[src/rtl/player_state_ctrl.sv]
// Top-level control FSM for the SD-card WAV player: debounced key input,
// SD init / file search / playback sequencing and the 4-bit state code.
module player_state_ctrl #(
    parameter int DEB_CNT   = 1_000_000,
    parameter int SEARCH_TO = 250_000_000
) (
    input  logic       clk,
    input  logic       rst_n,
    input  logic       key_n,
    input  logic       sd_init_done,
    input  logic       search_found,
    input  logic       search_fail,
    input  logic       play_done,
    output logic       search_start,
    output logic       play_en,
    output logic [3:0] state_code
);

    localparam int DW = $clog2(DEB_CNT + 1);
    localparam int TW = $clog2(SEARCH_TO + 1);
    localparam logic [DW-1:0] DEB_MAX = DW'(DEB_CNT - 1);
    localparam logic [TW-1:0] TO_MAX  = TW'(SEARCH_TO - 1);

    typedef enum logic [2:0] {
        S_INIT,
        S_WAIT,
        S_SEARCH,
        S_PLAY,
        S_ERR
    } state_t;

    logic          r_sync1, r_sync2;
    logic          r_key_stable, r_key_stable_d;
    logic          r_key_press;
    logic [DW-1:0] r_deb_cnt;
    logic [TW-1:0] r_to_cnt;
    state_t        r_state, w_state_nxt;
    logic [3:0]    r_code, w_code_nxt;
    logic          r_play_en, r_search_start;

    // Key path: 2-flop synchroniser, then a level only accepted after DEB_CNT
    // consecutive differing samples.
    always_ff @(posedge clk or negedge rst_n) begin
        if (!rst_n) begin
            r_sync1        <= 1'b1;
            r_sync2        <= 1'b1;
            r_key_stable   <= 1'b1;
            r_key_stable_d <= 1'b1;
            r_key_press    <= 1'b0;
            r_deb_cnt      <= '0;
        end else begin
            r_sync1        <= key_n;
            r_sync2        <= r_sync1;
            r_key_stable_d <= r_key_stable;
            r_key_press    <= r_key_stable_d & ~r_key_stable;
            if (r_sync2 == r_key_stable) begin
                r_deb_cnt <= '0;
            end else if (r_deb_cnt == DEB_MAX) begin
                r_key_stable <= r_sync2;
                r_deb_cnt    <= '0;
            end else begin
                r_deb_cnt <= r_deb_cnt + DW'(1);
            end
        end
    end

    // Card loss beats every other transition.
    always_comb begin
        w_state_nxt = r_state;
        w_code_nxt  = 4'd0;
        if (r_state != S_INIT && !sd_init_done) begin
            w_state_nxt = S_INIT;
        end else begin
            case (r_state)
                S_INIT:   if (sd_init_done) w_state_nxt = S_WAIT;
                S_WAIT:   if (r_key_press) w_state_nxt = S_SEARCH;
                S_SEARCH: begin
                    if (search_found)            w_state_nxt = S_PLAY;
                    else if (search_fail)        w_state_nxt = S_ERR;
                    else if (r_to_cnt == TO_MAX) w_state_nxt = S_ERR;
                end
                S_PLAY:   if (play_done || r_key_press) w_state_nxt = S_WAIT;
                S_ERR:    if (r_key_press) w_state_nxt = S_SEARCH;
                default:  w_state_nxt = S_INIT;
            endcase
        end
        case (w_state_nxt)
            S_WAIT:   w_code_nxt = 4'd1;
            S_SEARCH: w_code_nxt = 4'd2;
            S_PLAY:   w_code_nxt = 4'd3;
            S_ERR:    w_code_nxt = 4'd15;
            default:  w_code_nxt = 4'd0;
        endcase
    end

    always_ff @(posedge clk or negedge rst_n) begin
        if (!rst_n) begin
            r_state        <= S_INIT;
            r_code         <= 4'd0;
            r_play_en      <= 1'b0;
            r_search_start <= 1'b0;
            r_to_cnt       <= '0;
        end else begin
            r_state        <= w_state_nxt;
            r_code         <= w_code_nxt;
            r_play_en      <= (w_state_nxt == S_PLAY);
            r_search_start <= (w_state_nxt == S_SEARCH) && (r_state != S_SEARCH);
            // Counter is zero on SEARCH entry and counts cycles spent there.
            r_to_cnt       <= (w_state_nxt == S_SEARCH && r_state == S_SEARCH) ?
                              r_to_cnt + TW'(1) : '0;
        end
    end

    assign search_start = r_search_start;
    assign play_en      = r_play_en;
    assign state_code   = r_code;

endmodule

[config.mk]
export PLATFORM = sky130hd
export DESIGN_NAME = player_state_ctrl
export DESIGN_NICKNAME = d
export VERILOG_FILES = /design/src/rtl/player_state_ctrl.sv
export SDC_FILE = /design/constraint.sdc
export NUM_CORES = 1
export LEC_CHECK = 0
export ABC_AREA = 1
export BUFFER_PORTS_ARGS = -buffer_cell sky130_fd_sc_hd__buf_2
export CORE_UTILIZATION = 37
export CTS_CLUSTER_DIAMETER = 60
export CTS_CLUSTER_SIZE = 16
export DETAILED_ROUTE_END_ITERATION = 10
export GPL_ROUTABILITY_DRIVEN = 0
export GPL_TIMING_DRIVEN = 0
export MAX_ROUTING_LAYER = met4
export PLACE_DENSITY = 0.63
export SYNTH_ARGS = -nofsm -noshare
export SYNTH_HDL_FRONTEND = slang
export SYNTH_SLANG_ARGS = --single-unit
[constraint.sdc]
create_clock -name clk -period 2.6 [get_ports clk]
set_input_delay 0.52 -clock clk [delete_from_list [all_inputs] [get_ports clk]]
set_output_delay 0.52 -clock clk [all_outputs]
set_load 0.01 [all_outputs]
# [After elaboration in Yosys (flattened, before gate mapping)]
# Index checks and enable logic that the tools add are counted.
[totals] regBits=62 in_bits=7 out_inout_bits=6 elab_cells=49
[classes] n_addsub=2 eq_ne=12 n_mux=12 bitwise=3 n_reduce_logical=9
[ops] cell="$mux 20" n=2
[ops] cell="$add 28x1->28 const B" n=1
[ops] cell="$eq 28x28->1 const B" n=1
[ops] cell="$mux 28" n=1
[ops] cell="$mux 3" n=7
[ops] cell="$add 20x1->20 const B" n=1
[ops] cell="$eq 20x20->1 const B" n=1
[ops] cell="$pmux 4 s4" n=1
[ops] cell="$eq 3x2->1 const B" n=4
[ops] cell="$pmux 3 s4" n=1
[ops] cell="$eq 3x1->1 const B" n=2
[ops] cell="$eq 3x3->1 const B" n=2
[ops] cell="$logic_and 1x1->1" n=3
[ops] cell="$logic_not 3->1" n=1
[ops] cell="$ne 3x2->1 const B" n=1
[ops] cell="$reduce_bool 3->1" n=1
[ops] cell="$not 1->1" n=2
[ops] cell="$reduce_and 2->1" n=1
[ops] cell="$reduce_or 2->1" n=1
[ops] cell="$and 1x1->1" n=1
[ops] cell="$eq 1x1->1" n=1
[ops] cell="$logic_not 1->1" n=1
[ops] cell="$logic_or 1x1->1" n=1

# [Logic depth before layout (Yosys ltp)]
[logic_depth] depth_word=9 ltp_mapped=11 mapped_depth_nobuf=10

# [Worst setup path before layout]
# Ideal clock, no wire load.
[synth_timing] kind="register -> register" start="register r_deb_cnt[0]" end="register r_deb_cnt[18]" setup_time_ns=0.122 arrival_ns=1.429 required_time_ns=2.478 setup_slack_ns=1.049 path_stages_with_launch=8 n_path_buf=0 synth_period_minus_slack_ns=1.551 cell_sequence="dfrtp_1 ha_1 nand4_1 nor3_2 nand2_1 nor3_1 xor2_1 nor2_1"
[synth_via] elab_chain_len=3 elab_cells_between_ends=4 cone_classes="add/sub (1); eq/ne (1); mux (2)"
[synth_rtl] item="start, declared" line_no="35" source="logic [DW-1:0] r_deb_cnt;"
[synth_rtl] item="start signal, assigned" line_no="62" source="r_deb_cnt <= r_deb_cnt + DW'(1);"
[synth_rtl] item="$add 20x1->20 or $eq 20x20->1 (tied branches)" line_no="62, 58"
[synth_rtl] item="$mux 20 *" line_no="58" source="end else if (r_deb_cnt == DEB_MAX) begin"
[synth_rtl] item="$mux 20 *" line_no="56" source="if (r_sync2 == r_key_stable) begin"
# Mark *: on every way between the ends. The rest lies on a longest branch, timed or not.
# A chain may end at the register's enable or synchronous reset.

# [Worst setup path in the final report]
[layout_timing] start="register r_deb_cnt[0]" end="register r_deb_cnt[13]"
# Same word-level chain as after synthesis.

==> flow_summary.toml <==
[die]
die_h_um = 95.6
fp-row-count = 33
core_um2 = 8340
start_util_pct = 38.9
io-pin-count = 13
floorplan.die_area_um2 = 9140
die_w_um = 95.6

[cts]
cts_max_path_buffers = 2
path_clk_slew_ns = 0.07
cts-root-buf = "clkbuf_8"
post-cts-setup-buffers = 0
insertion_delay_ns = 0.35
ctsHtreeMaxLevel = 3
cts_sinks = 61
cts_hold_buf = 0
numCtsBuffers = 9
tritoncts = "done"
cts.repair.resized = 0

[drt]
viasPerCell = 4.74
num_vias = 2589
wl_per_cell_um = 11.6
initialDrtViolationCount = 65
wl_um = 6350
final_antenna_net_count = 0
firstDrtPassIters = 4
drc = 0

[grt]
grt_pass1_wl_um = 11000
first_global_vias = 2533
grt_use_total_pct = 16.3
grt_max_degree = 62
overflow = 0
antenna_found_initial = 0

[sta]
slew_violations = 0
setup_viol = 0
tns_ns = 0
holdWs_ns = 0.232
fin_crit_sh_pct = 73.6
relSlewSlack_pct = 50.2
rsz0062_at_grt = "false"
max_slew.worst_pin.slew_ns = 0.747
fin_skew_ns = 0.00885
fmax_mhz = 523
layout_min_cycle_time_ns = 1.91
hold_viol_final = 0

[synth]
synth_cell_types = 34
synthCells = 413
ys_warn_count = 0
syn_area_per_cell_um2 = 7.85
async_reset_ff_share_pct = 100
yosysTopAreaCell = "dfrtp_1"
ys.flop_type = "dfrtp_1"
ys_seq_area_share_pct = 47.2
ys_ff_latch = 61
synth-edff-count = 0
syn_area_um2 = 3240
syn-num-nets = 422
netlist_top_cells_area = "dfrtp_1 44%, nand2_1 10%, nor2_1 9.3%"
synth_top_area_share_pct = 44.0

[power_and_ir_drop]
ir_drop_mv = 0.261
power_density_nw_per_um2 = 581
power.leakage_nw = 1.64
power_mw = 2.14

[setup_path]
start_kind = "flop"
cp_top_family = "simple AND/OR/NAND/NOR gates"
criticalPathCategory = "flop to flop"
path_max_fanout = 10
crit_arrival_ns = 2.15
worst_ep_required_time_ns = 2.83
max_stage_delay_ns = 0.38
cp-end-kind = "flop"
crit_chain = "ha_1, nand4_1, nor2_1, nand4_1, nand2_2, inv_1, nand2_1, nor2_1"
crit_buf_inv = 1
cp_slowest_cell = "dfrtp_1"

[run]
maxCapViolations = 0

[worst_hold_path]
min_path_type = "primary input to asynchronous set/reset pin"

[final_layout]
area_growth_pct = 13.3
final_nets = 445
diodes = 0
drive_gt1_share_pct = 13.2

[place]
io_buffers = 12
place_hpwl_um = 4590

[run_status]
status = "completed"
==> through the flow <==
stage | cell area [um^2] | util (%) | std cells | worst slack [ns]
after CTS | 3670 | 44.0 | 546 | 0.670
after global routing | 3680 | 44.1 | 546 | 0.556
after global placement | 3430 | 41.2 | 530 | 0.781
after detailed placement | 3430 | 41.2 | 530 | 0.767
after floorplan | 3240 | - | 413 | 1.05
final | 3680 | 44.1 | 546 | 0.687
==> synth_stat cells (5+ instances only) <==
cell type and instances:
nand4_1 9, inv_1 63, nor2_1 80, dfrtp_1 57
a21oi_1 8, nand2_1 86, nand2_2 5, nor3_1 26
xor2_1 17, nand3_1 14, nor2_2 6, xnor2_1 8
==> registers in the layout, indices dropped and copies added, names as in the netlist <==
name            flops
r_to_cnt           28
r_deb_cnt          20
r_state             3
state_code          3
play_en             1
r_key_press         1
r_key_stable        1
r_key_stable_d      1
r_sync1             1
r_sync2             1
search_start        1
==> final cells by class <==
cell class / count / area, um^2
plain buffers: 3 / 30.0
clock buffers: 10 / 128
clock inverters: 6 / 111
fillers: 848 / 4660
inverters: 65 / 244
multi-input cells: 284 / 1440
flip-flops and latches: 61 / 1530
well taps: 105 / 131
repair buffers: 12 / 62.6
==> layout by cell type (no fill, tap or decap), types with 2 or more instances in the layout <==
cell type / n
inv_2: 2
nor3_1: 26
dfrtp_1: 57
clkbuf_8: 9
nor3_2: 3
nand2_2: 5
buf_6: 2
nor2_2: 6
nand4_1: 9
ha_1: 2
nand2_1: 86
dfstp_2: 4
buf_4: 2
bufinv_16: 3
buf_2: 11
o21ai_0: 2
a21oi_1: 8
xor2_1: 17
nor4_1: 3
nor2_1: 80
xnor2_1: 8
nand3_1: 14
nor2_4: 2
inv_1: 63
==> layer usage <==
metal	GRT usage, %	up-vias	share of wire, %
li1	-	1332	-
met1	19.2	1208	49
met2	25.1	38	45
met3	6.14	11	3.7
met4	6.09	0	2.0
met5	-	-	0
==> worst reg2reg max path, cell delays in order, from the launching register on <==
cell and delay (ns):
dfrtp_1 0.38, ha_1 0.22, nand4_1 0.21, nor2_1 0.21
nand4_1 0.22, nand2_2 0.27, inv_1 0.15, nand2_1 0.10
nor2_1 0.04
==> where the power goes <==
part	internal, mW	total (mW)	switching (mW)
Sequential	0.972	0.987	0.0150
Combinational	0.0360	0.132	0.0957
Clock	0.636	1.02	0.381
Total	1.64	2.14	0.491
==> worst paths after layout <==
check                              from       endpoint  slack (ns)  cells after the start
setup / recovery           r_deb_cnt[0]  r_deb_cnt[13]        0.69                      8
hold / removal                    rst_n   search_start        0.23                      1
setup reg to reg           r_deb_cnt[0]  r_deb_cnt[13]        0.69                      8
hold reg to reg                 r_sync1        r_sync2        0.36                      0
max in group asynchronous         rst_n    r_to_cnt[5]        1.87                      1
min in group clk                  key_n        r_sync1        0.26                      1
==> logic make-up after synthesis <==
kind of cell             share of synthesized area, %
adder cells (fa/ha/maj)                         0.771
AO/OA/AOI/OAI                                    2.62
buffers and inverters                            8.45
flip-flops                                       47.2
AND/OR/NAND/NOR                                  34.2
XOR/XNOR                                         6.75
Note: power is estimated with default switching activity, not from simulation.
